`config.mk`:
```
export PLATFORM = sky130hd
export DESIGN_NAME = sha1_core
export DESIGN_NICKNAME = d
export VERILOG_FILES = /design/src/rtl/sha1_core.sv
export SDC_FILE = /design/constraint.sdc
export NUM_CORES = 2
export LEC_CHECK = 0
export BUFFER_PORTS_ARGS = -buffer_cell sky130_fd_sc_hd__buf_2
export CAP_MARGIN = 15
export CORE_UTILIZATION = 35
export DETAILED_ROUTE_END_ITERATION = 7
export PLACE_DENSITY_LB_ADDON = 0.2
export SYNTH_ARGS = -nofsm -noshare
export SYNTH_HDL_FRONTEND = slang
export SYNTH_SLANG_ARGS = --single-unit
```
`constraint.sdc`:
```
create_clock -name clk -period 23.1 [get_ports clk]
set_input_delay 2.31 -clock clk [delete_from_list [all_inputs] [get_ports clk]]
set_output_delay 2.31 -clock clk [all_outputs]
set_load 0.05 [all_outputs]
```
`src/rtl/sha1_core.sv`:
```
// sha1_core: single-block SHA-1 compression engine.
// One 512-bit pre-padded block is compressed per start. The chaining value
// H0..H4 persists across blocks, so a multi-block message is hashed by feeding
// its blocks in order after one reset.
// Ports:
//   clk      rising-edge clock
//   reset    asynchronous active-low reset; restores the IV and clears done
//   feed     block-start request; a low-to-high transition seen in IDLE starts
//   message  padded block, message[511:480] = W0
//   hash     {H0,H1,H2,H3,H4}, driven directly from the H registers
//   done     high once the last accepted block has been folded into H
module sha1_core (
  input  logic         clk,
  input  logic         reset,
  input  logic         feed,
  input  logic [511:0] message,
  output logic [159:0] hash,
  output logic         done
);

  localparam logic [31:0] IV0 = 32'h67452301;
  localparam logic [31:0] IV1 = 32'hEFCDAB89;
  localparam logic [31:0] IV2 = 32'h98BADCFE;
  localparam logic [31:0] IV3 = 32'h10325476;
  localparam logic [31:0] IV4 = 32'hC3D2E1F0;
  localparam logic [31:0] K0  = 32'h5A827999;
  localparam logic [31:0] K1  = 32'h6ED9EBA1;
  localparam logic [31:0] K2  = 32'h8F1BBCDC;
  localparam logic [31:0] K3  = 32'hCA62C1D6;

  typedef enum logic [1:0] {IDLE = 2'd0, ROUND = 2'd1, FINAL = 2'd2} state_t;

  state_t      state_q, state_d;
  logic [6:0]  t_q, t_d;
  logic        done_q, done_d;
  logic        feed_prev_q, feed_prev_d;
  logic [31:0] h0_q, h1_q, h2_q, h3_q, h4_q;
  logic [31:0] h0_d, h1_d, h2_d, h3_d, h4_d;
  logic [31:0] a_q, b_q, c_q, d_q, e_q;
  logic [31:0] a_d, b_d, c_d, d_d, e_d;
  logic [31:0] w_q [16];
  logic [31:0] w_d [16];
  logic        start;
  logic [31:0] tmp;
  logic [31:0] w_new;

  function automatic logic [31:0] rotl1(input logic [31:0] x);
    return {x[30:0], x[31]};
  endfunction

  function automatic logic [31:0] rotl5(input logic [31:0] x);
    return {x[26:0], x[31:27]};
  endfunction

  function automatic logic [31:0] rotl30(input logic [31:0] x);
    return {x[1:0], x[31:2]};
  endfunction

  function automatic logic [31:0] f_func(input logic [6:0] t, input logic [31:0] b,
                                         input logic [31:0] c, input logic [31:0] d);
    if (t < 7'd20)      return (b & c) | (~b & d);
    else if (t < 7'd40) return b ^ c ^ d;
    else if (t < 7'd60) return (b & c) | (b & d) | (c & d);
    else                return b ^ c ^ d;
  endfunction

  function automatic logic [31:0] k_func(input logic [6:0] t);
    if (t < 7'd20)      return K0;
    else if (t < 7'd40) return K1;
    else if (t < 7'd60) return K2;
    else                return K3;
  endfunction

  always_comb begin
    state_d     = state_q;
    t_d         = t_q;
    done_d      = done_q;
    feed_prev_d = feed;
    h0_d = h0_q; h1_d = h1_q; h2_d = h2_q; h3_d = h3_q; h4_d = h4_q;
    a_d  = a_q;  b_d  = b_q;  c_d  = c_q;  d_d  = d_q;  e_d  = e_q;
    w_d  = w_q;
    start = (state_q == IDLE) && feed && !feed_prev_q;
    // w_q[0] always holds W[t]; the window slides one word per round.
    tmp   = rotl5(a_q) + f_func(t_q, b_q, c_q, d_q) + e_q + k_func(t_q) + w_q[0];
    w_new = rotl1(w_q[13] ^ w_q[8] ^ w_q[2] ^ w_q[0]);

    case (state_q)
      IDLE: begin
        if (start) begin
          for (int i = 0; i < 16; i++) w_d[i] = message[511 - 32*i -: 32];
          a_d = h0_q; b_d = h1_q; c_d = h2_q; d_d = h3_q; e_d = h4_q;
          t_d     = 7'd0;
          done_d  = 1'b0;
          state_d = ROUND;
        end
      end
      ROUND: begin
        e_d = d_q;
        d_d = c_q;
        c_d = rotl30(b_q);
        b_d = a_q;
        a_d = tmp;
        for (int i = 0; i < 15; i++) w_d[i] = w_q[i+1];
        w_d[15] = w_new;
        t_d = t_q + 7'd1;
        if (t_q == 7'd79) state_d = FINAL;
      end
      FINAL: begin
        h0_d = h0_q + a_q;
        h1_d = h1_q + b_q;
        h2_d = h2_q + c_q;
        h3_d = h3_q + d_q;
        h4_d = h4_q + e_q;
        done_d  = 1'b1;
        state_d = IDLE;
      end
      default: state_d = IDLE;
    endcase
  end

  // Control and chaining state: cleared / reloaded with the IV on reset.
  always_ff @(posedge clk or negedge reset) begin
    if (!reset) begin
      state_q     <= IDLE;
      t_q         <= 7'd0;
      done_q      <= 1'b0;
      feed_prev_q <= 1'b0;
      h0_q <= IV0; h1_q <= IV1; h2_q <= IV2; h3_q <= IV3; h4_q <= IV4;
    end else begin
      state_q     <= state_d;
      t_q         <= t_d;
      done_q      <= done_d;
      feed_prev_q <= feed_prev_d;
      h0_q <= h0_d; h1_q <= h1_d; h2_q <= h2_d; h3_q <= h3_d; h4_q <= h4_d;
    end
  end

  // Working variables and schedule window are always loaded before use.
  always_ff @(posedge clk) begin
    a_q <= a_d; b_q <= b_d; c_q <= c_d; d_q <= d_d; e_q <= e_d;
    w_q <= w_d;
  end

  assign hash = {h0_q, h1_q, h2_q, h3_q, h4_q};
  assign done = done_q;

endmodule

```
**Yosys cells after proc, flatten, opt, wreduce, memory -nomap -nowiden**

Cells that the tools add are included.

- Add/subtract/negate cells: 10
- Magnitude comparators: 3
- Equality and inequality tests: 5
- Multiplexer cells: 25
- Bitwise operators: 13
- Reduce and logical (&&, ||, !) cells: 9

Operators with widths:

| operator | number |
|---|---|
| $pmux 512 s2 | 1 |
| $mux 512 | 1 |
| $mux 32 | 10 |
| $pmux 32 s2 | 5 |
| $add 32x32->32 | 9 |
| $xor 32x32->32 | 5 |
| $and 32x32->32 | 4 |
| $or 32x32->32 | 3 |
| $not 32->32 | 1 |
| $mux 31 | 1 |
| $lt 7x6->1 const B | 2 |
| $pmux 7 s2 | 1 |
| $add 7x1->7 const B | 1 |
| $eq 7x7->1 const B | 1 |
| $lt 7x5->1 const B | 1 |
| $mux 7 | 1 |
| $reduce_and 2->1 | 3 |
| $mux 2 | 2 |
| $ne 2x2->1 const B | 2 |
| $pmux 2 s2 | 1 |
| $reduce_bool 2->1 | 2 |
| $eq 2x1->1 const B | 1 |
| $eq 2x2->1 const B | 1 |
| $logic_and 1x1->1 | 2 |
| other kinds (4) | 4 |

- Register bits after elaboration: 843
- Bits of input ports: 515
- Output and inout port bits: 161
- Logic and storage cells: 95

**Longest topological paths before layout**

- Depth in word-level cells: 11
- Gate-level depth with buffers: 25
- Mapped depth without buffers: 22

**Worst setup path before layout**

No wires, ideal clock.

- Kind: input to register
- Start point: input port feed
- End point: register t_q[2]
- Setup time: 0.142 ns
- Arrival time: 18.724 ns
- Required time: 22.958 ns
- Slack: 4.234 ns
- Cell stages on the path: 6
- Path buffers: 1
- Cell sequence: or4b_2 > clkbuf_1 > nand2_1 > o21ai_0 > nand2_1 > o21ai_0

- Cells in the longest elaborated chain, start to end: 4

RTL lines:

| what | line | text |
|---|---|---|
| start: declaration | 15 | `input logic feed,` |
| $logic_and 1x1->1 (2 in series) | 82 | `start = (state_q == IDLE) && feed && !feed_prev_q;` |
| $ne 2x2->1 (no line) | n/a |  |
| $reduce_and 2->1 (no line) | n/a |  |
| end signal: assignment | 131 | `t_q <= t_d;` |
| end: declaration | 34 | `logic [6:0] t_q, t_d;` |

Every way passes these cells.
A chain may end at the register's enable or synchronous reset.

**Worst setup path after layout**

- Start point: register t_q[2]
- End point: register a_q[29], data pin

- Cells in the longest elaborated chain, start to end: 9
- Elaborated cells on any way between the ends: 14
- Classes of those cells: add/sub: 4; order compare: 3; mux: 7

RTL lines:

| what | line | text |
|---|---|---|
| $lt 7x6->1 | 63, 70 |  |
| $mux 32 | 63 | `else if (t < 7'd60) return (b & c) \| (b & d) \| (c & d);` |
| $mux 32 | 62 | `else if (t < 7'd40) return b ^ c ^ d;` |
| $mux 32 | 61 | `if (t < 7'd20) return (b & c) \| (~b & d);` |
| $add 32x32->32 (2 in series) | 84 | `tmp = rotl5(a_q) + f_func(t_q, b_q, c_q, d_q) + e_q + k_func(t_q) + w_q[0];` |
| $add 32x32->32 * (2 in series) | 84 |  |
| $pmux 32 s2 * | 87 | `case (state_q)` |
| via a_d[29] | 40 | `logic [31:0] a_d, b_d, c_d, d_d, e_d;` |
| end signal: assignment | 140 | `a_q <= a_d; b_q <= b_d; c_q <= c_d; d_q <= d_d; e_q <= e_d;` |
| end: declaration | 39 | `logic [31:0] a_q, b_q, c_q, d_q, e_q;` |

Mark *: on every way through the listed nets, which the timed path passes. The rest lies on a longest branch.

==> summary.txt <==
pin count of the biggest net entering global routing -> 217
Worst-Margin Slew -> 1.221 ns
Final WS setup -> 16.58 ns
Layout Area Growth over Synthesis -> 17.85%
number of hold-slack violations in the final timing report -> 0
power density over the cells -> 58.75 nW/um^2
synthesized area divided by synthesized cell count -> 9.451 sq um
portion of total power attributed to sequential cells -> 48.7%
WL/cell -> 21.76 microns
Crit Reg-Reg Startpoint -> t_q[2]$_DFFE_PN0P_
proportion of netlist area held by the largest area contributor -> 41.97%
CTS Hold Bufs -> 0
setup repair after global routing missed its margin -> no
maximum root-to-sink buffer count -> 3
average vias per placed instance -> 5.016
total wire length -> 164.5 mm
summed instance area of the synthesized netlist -> 48070 sq um
vias in the first global route -> 37086
Inst Count DP -> 7362
Layout Cells excl Fill -> 7559
Yosys Warn Count -> 0
Final period util -> 28.23%
clock buffers created by TritonCTS -> 101
critical path class -> flip-flop to flip-flop
Via Count -> 37917
Worst slew margin -> 18.57%
total negative slack -> 0 ns
Detail Route Antenna Nets -> 0
# setup viols final -> 0
area of the core -> 135800 sq um
Post-Place Setup Slack -> 16.07 ns
Final Max Tran Viols -> 0
TritonCTS clock tree -> yes
number of enable-type register cells in the synthesized netlist -> 672
number of cells produced by synthesis -> 5087
synth unique cells -> 79
internal power -> 2.600 mW
htree depth -> 3
CP startpoint kind -> flip-flop
starting density of the core -> 35.40%
maximum clock frequency -> 153.3 MHz
Final nets -> 6518
Net Sw Power -> 0.7281 mW
total iterations of the first detailed-routing run -> 6
post-cts sizing count -> 0
horizontal die dimension -> 372.6 microns
leading cell types by total area after synthesis -> sky130_fd_sc_hd__edfxtp_1, sky130_fd_sc_hd__nand2_1, sky130_fd_sc_hd__fa_1
Chip Height -> 372.6 microns
Switching Share -> 21.88%
R2R Setup Slk -> 16.58 ns
worst-path maximum fanout -> 18
later-pin clock latency in the skew report -> 0.73 ns
DP Wirelength -> 124.7 mm
Die ar. -> 138800 sq um
total of flip-flops plus latches after synthesis -> 843
total nets after synthesis -> 5921
worst min-delay path startpoint -> h3_q[14]$_DFFE_PN1P_
antenna violations before repair -> 29
critical register-to-register path endpoint -> a_q[29]$_DFFE_PP_
Endpoint, Worst Hold -> h3_q[14]$_DFFE_PN1P_
leakage dissipation -> 26.52 nW
max-cap check violation count -> 0
total gr overflow -> 0
count of cells along the worst register-to-register path -> 23
DRC Markers -> 0
cell taking the most area after synthesis -> sky130_fd_sc_hd__edfxtp_1
worst setup skew after layout -> 0.03574 ns
endpoint type of the worst setup path -> flip-flop
# Post-CTS Setup Buffers -> 0
number of filler instances in the final layout -> 13610
worst vdd rail ir drop -> 0.05373 mV
CP required -> 23.56 ns
number of design-rule violations left by the first detailed-router iteration -> 3221
routability congestion estimate from global placement -> 0.9062
clock-pin slew on the worst setup and hold paths -> 0.06 ns
number of sinks driven by the clock tree -> 843
combinational fraction of design power -> 1.9%
ratio of cells with drive above 1 in the final layout -> 16.88%
GRT Resource Usage Total -> 23.28%
Rows -> 135
post-route minimum period -> 6.521 ns
async set-or-reset flop fraction in the synthesized netlist -> 20.28%
hold path cells -> 2
number of placed I/O pins -> 676
Clock Root Buffer -> sky130_fd_sc_hd__clkbuf_16
Crit path arrival time -> 6.98 ns
fraction of power consumed by the clock network -> 49.4%
wire length of the first global-routing pass -> 240.8 mm
Port-buffer cells -> 675
proportion of synthesized chip area in sequential cells -> 51.08%
Top FF cell, synth -> sky130_fd_sc_hd__edfxtp_1
Min-Delay Path Class -> flip-flop to flip-flop
outcome -> completed
==> stage by stage <==
step	util [%]	power (mW)	area [sq um]	hold WS (ns)
2_1_floorplan	-	1.653	48070	0.4836
5_1_grt	41.72	3.425	56650	0.5023
3_5_place_dp	39.19	1.715	53220	0.4752
4_1_cts	41.70	3.365	56640	0.4841
3_3_place_gp	39.19	1.716	53220	0.4706
6_report	41.72	3.328	56650	0.4825
==> critical path, stage by stage (launching register included) <==
cell	delay [ns]
sky130_fd_sc_hd__dfrtp_1	0.44
sky130_fd_sc_hd__and3_1	0.25
sky130_fd_sc_hd__or3_1	0.35
sky130_fd_sc_hd__buf_4	0.23
sky130_fd_sc_hd__inv_1	0.10
sky130_fd_sc_hd__nor2_1	0.10
sky130_fd_sc_hd__buf_4	0.25
sky130_fd_sc_hd__a221oi_1	0.55
sky130_fd_sc_hd__fa_1	0.52
sky130_fd_sc_hd__fa_1	0.46
sky130_fd_sc_hd__inv_1	0.07
sky130_fd_sc_hd__ha_1	0.19
sky130_fd_sc_hd__inv_1	0.07
sky130_fd_sc_hd__fa_1	0.45
sky130_fd_sc_hd__nand2b_1	0.18
sky130_fd_sc_hd__a21oi_1	0.23
sky130_fd_sc_hd__o21ai_1	0.20
sky130_fd_sc_hd__o21ai_1	0.33
sky130_fd_sc_hd__a221oi_1	0.25
sky130_fd_sc_hd__o31ai_1	0.48
sky130_fd_sc_hd__a21oi_1	0.16
sky130_fd_sc_hd__o21bai_1	0.17
sky130_fd_sc_hd__xnor2_1	0.13
sky130_fd_sc_hd__o21ai_0	0.08
==> worst max-delay path by stage <==
stage                        from                 end  cells past startpoint
6_report       t_q[2]$_DFFE_PN0P_   a_q[29]$_DFFE_PP_                     23
5_1_grt        t_q[3]$_DFFE_PN0P_   a_q[31]$_DFFE_PP_                     23
4_1_cts        t_q[2]$_DFFE_PN0P_   a_q[29]$_DFFE_PP_                     23
3_5_place_dp                 feed  w_q[180]$_DFFE_PP_                      6
3_3_place_gp                 feed  w_q[180]$_DFFE_PP_                      6
2_1_floorplan                feed  t_q[2]$_DFFE_PN0P_                      6
==> state kept, by name, indices dropped and copies added (netlist names) <==
signal       count
a_q             32
b_q             32
c_q             32
d_q             32
done             1
e_q             32
feed_prev_q      1
h0_q            32
h1_q            32
h2_q            32
h3_q            32
h4_q            32
state_q          2
t_q              7
w_q            512
==> cell usage after synthesis, types with 28 or more instances <==
cell                          n
sky130_fd_sc_hd__a21o_1      82
sky130_fd_sc_hd__a21oi_1    152
sky130_fd_sc_hd__clkbuf_1   203
sky130_fd_sc_hd__dfrtp_1     91
sky130_fd_sc_hd__dfstp_2     80
sky130_fd_sc_hd__edfxtp_1   672
sky130_fd_sc_hd__fa_1       125
sky130_fd_sc_hd__ha_1       194
sky130_fd_sc_hd__inv_1      222
sky130_fd_sc_hd__nand2_1   2113
sky130_fd_sc_hd__nand3_1     42
sky130_fd_sc_hd__nor2_1     118
sky130_fd_sc_hd__o21ai_0    285
sky130_fd_sc_hd__o21ai_1     28
sky130_fd_sc_hd__xnor2_1    179
sky130_fd_sc_hd__xor2_1      78
==> power groups by stage <==
| stage | Combinational [mW] | Sequential [mW] | Clock (mW) |
|---|---|---|---|
| 6_report | 0.0627 | 1.62 | 1.64 |
| 5_1_grt | 0.0673 | 1.62 | 1.74 |
| 4_1_cts | 0.0638 | 1.62 | 1.68 |
| 3_5_place_dp | 0.0634 | 1.65 | 0 |
| 3_3_place_gp | 0.0643 | 1.65 | 0 |
| 2_1_floorplan | 0.00102 | 1.65 | 0 |
==> per-layer routing <==
layer	global-route usage, %	share of wire (%)	vias up
li1	-	-	18307
met1	31.07	43	18223
met2	38.90	48	1152
met3	4.088	6.0	207
met4	6.011	2.4	28
met5	0	0.10	-
==> layout by cell type, fill, tap and decap left out, types with 13 or more instances in the layout <==
cell type                   synthesis  final
sky130_fd_sc_hd__o21ai_1           28     28
sky130_fd_sc_hd__nor2_1           118    118
sky130_fd_sc_hd__o21a_1            19     19
sky130_fd_sc_hd__o21bai_1          27     27
sky130_fd_sc_hd__dfrtp_1           91     91
sky130_fd_sc_hd__ha_1             194    194
sky130_fd_sc_hd__o21ai_0          285    285
sky130_fd_sc_hd__o31ai_1           16     16
sky130_fd_sc_hd__a21o_1            82     82
sky130_fd_sc_hd__clkinv_1           0     16
sky130_fd_sc_hd__buf_2              0    674
sky130_fd_sc_hd__xor2_1            78     78
sky130_fd_sc_hd__mux2i_1           24     24
sky130_fd_sc_hd__nor3_1            23     23
sky130_fd_sc_hd__clkinv_2           0     18
sky130_fd_sc_hd__nand4_1           15     15
sky130_fd_sc_hd__nand2b_1          24     22
sky130_fd_sc_hd__edfxtp_1         672    672
sky130_fd_sc_hd__clkbuf_1         203     22
sky130_fd_sc_hd__a31oi_1           14     14
sky130_fd_sc_hd__clkbuf_16          0    102
sky130_fd_sc_hd__inv_1            222    222
sky130_fd_sc_hd__a211oi_1          25     25
sky130_fd_sc_hd__and3_1            19     19
sky130_fd_sc_hd__nand3_1           42     42
sky130_fd_sc_hd__buf_4              0     26
sky130_fd_sc_hd__a221o_1           17     17
sky130_fd_sc_hd__xnor2_1          179    179
sky130_fd_sc_hd__o22ai_1           13     13
sky130_fd_sc_hd__fa_1             125    125
sky130_fd_sc_hd__nor2b_1           22     20
sky130_fd_sc_hd__dfstp_2           80     80
sky130_fd_sc_hd__a21oi_1          152    152
sky130_fd_sc_hd__nand2_1         2113   2112
==> final cells by class <==
class / instances / area, sq um / share of cell area [%]
timing repair buffer: 706 / 3680 / 6.495
inverter: 223 / 837.1 / 1.477
multi-input combinational: 3809 / 21920 / 38.69
tap: 1781 / 2228 / 3.933
sequential: 843 / 24560 / 43.35
antenna: 7 / 17.52 / 0.03092
clock buffer: 136 / 2800 / 4.943
clock inverter: 54 / 611.8 / 1.080
==> cells by family after synthesis <==
family	count (synthesis)	share of synthesized area [%]
adders and majority gates	319	10.25
muxes	32	0.6871
buffers and inverters	435	3.396
xor gates and xnor gates	257	4.682
DFF	843	51.08
AOI/OAI and AO/OA	765	9.833
and+or+nand+nor	2436	20.06
No activity file was read; power rests on OpenSTA's default activity.
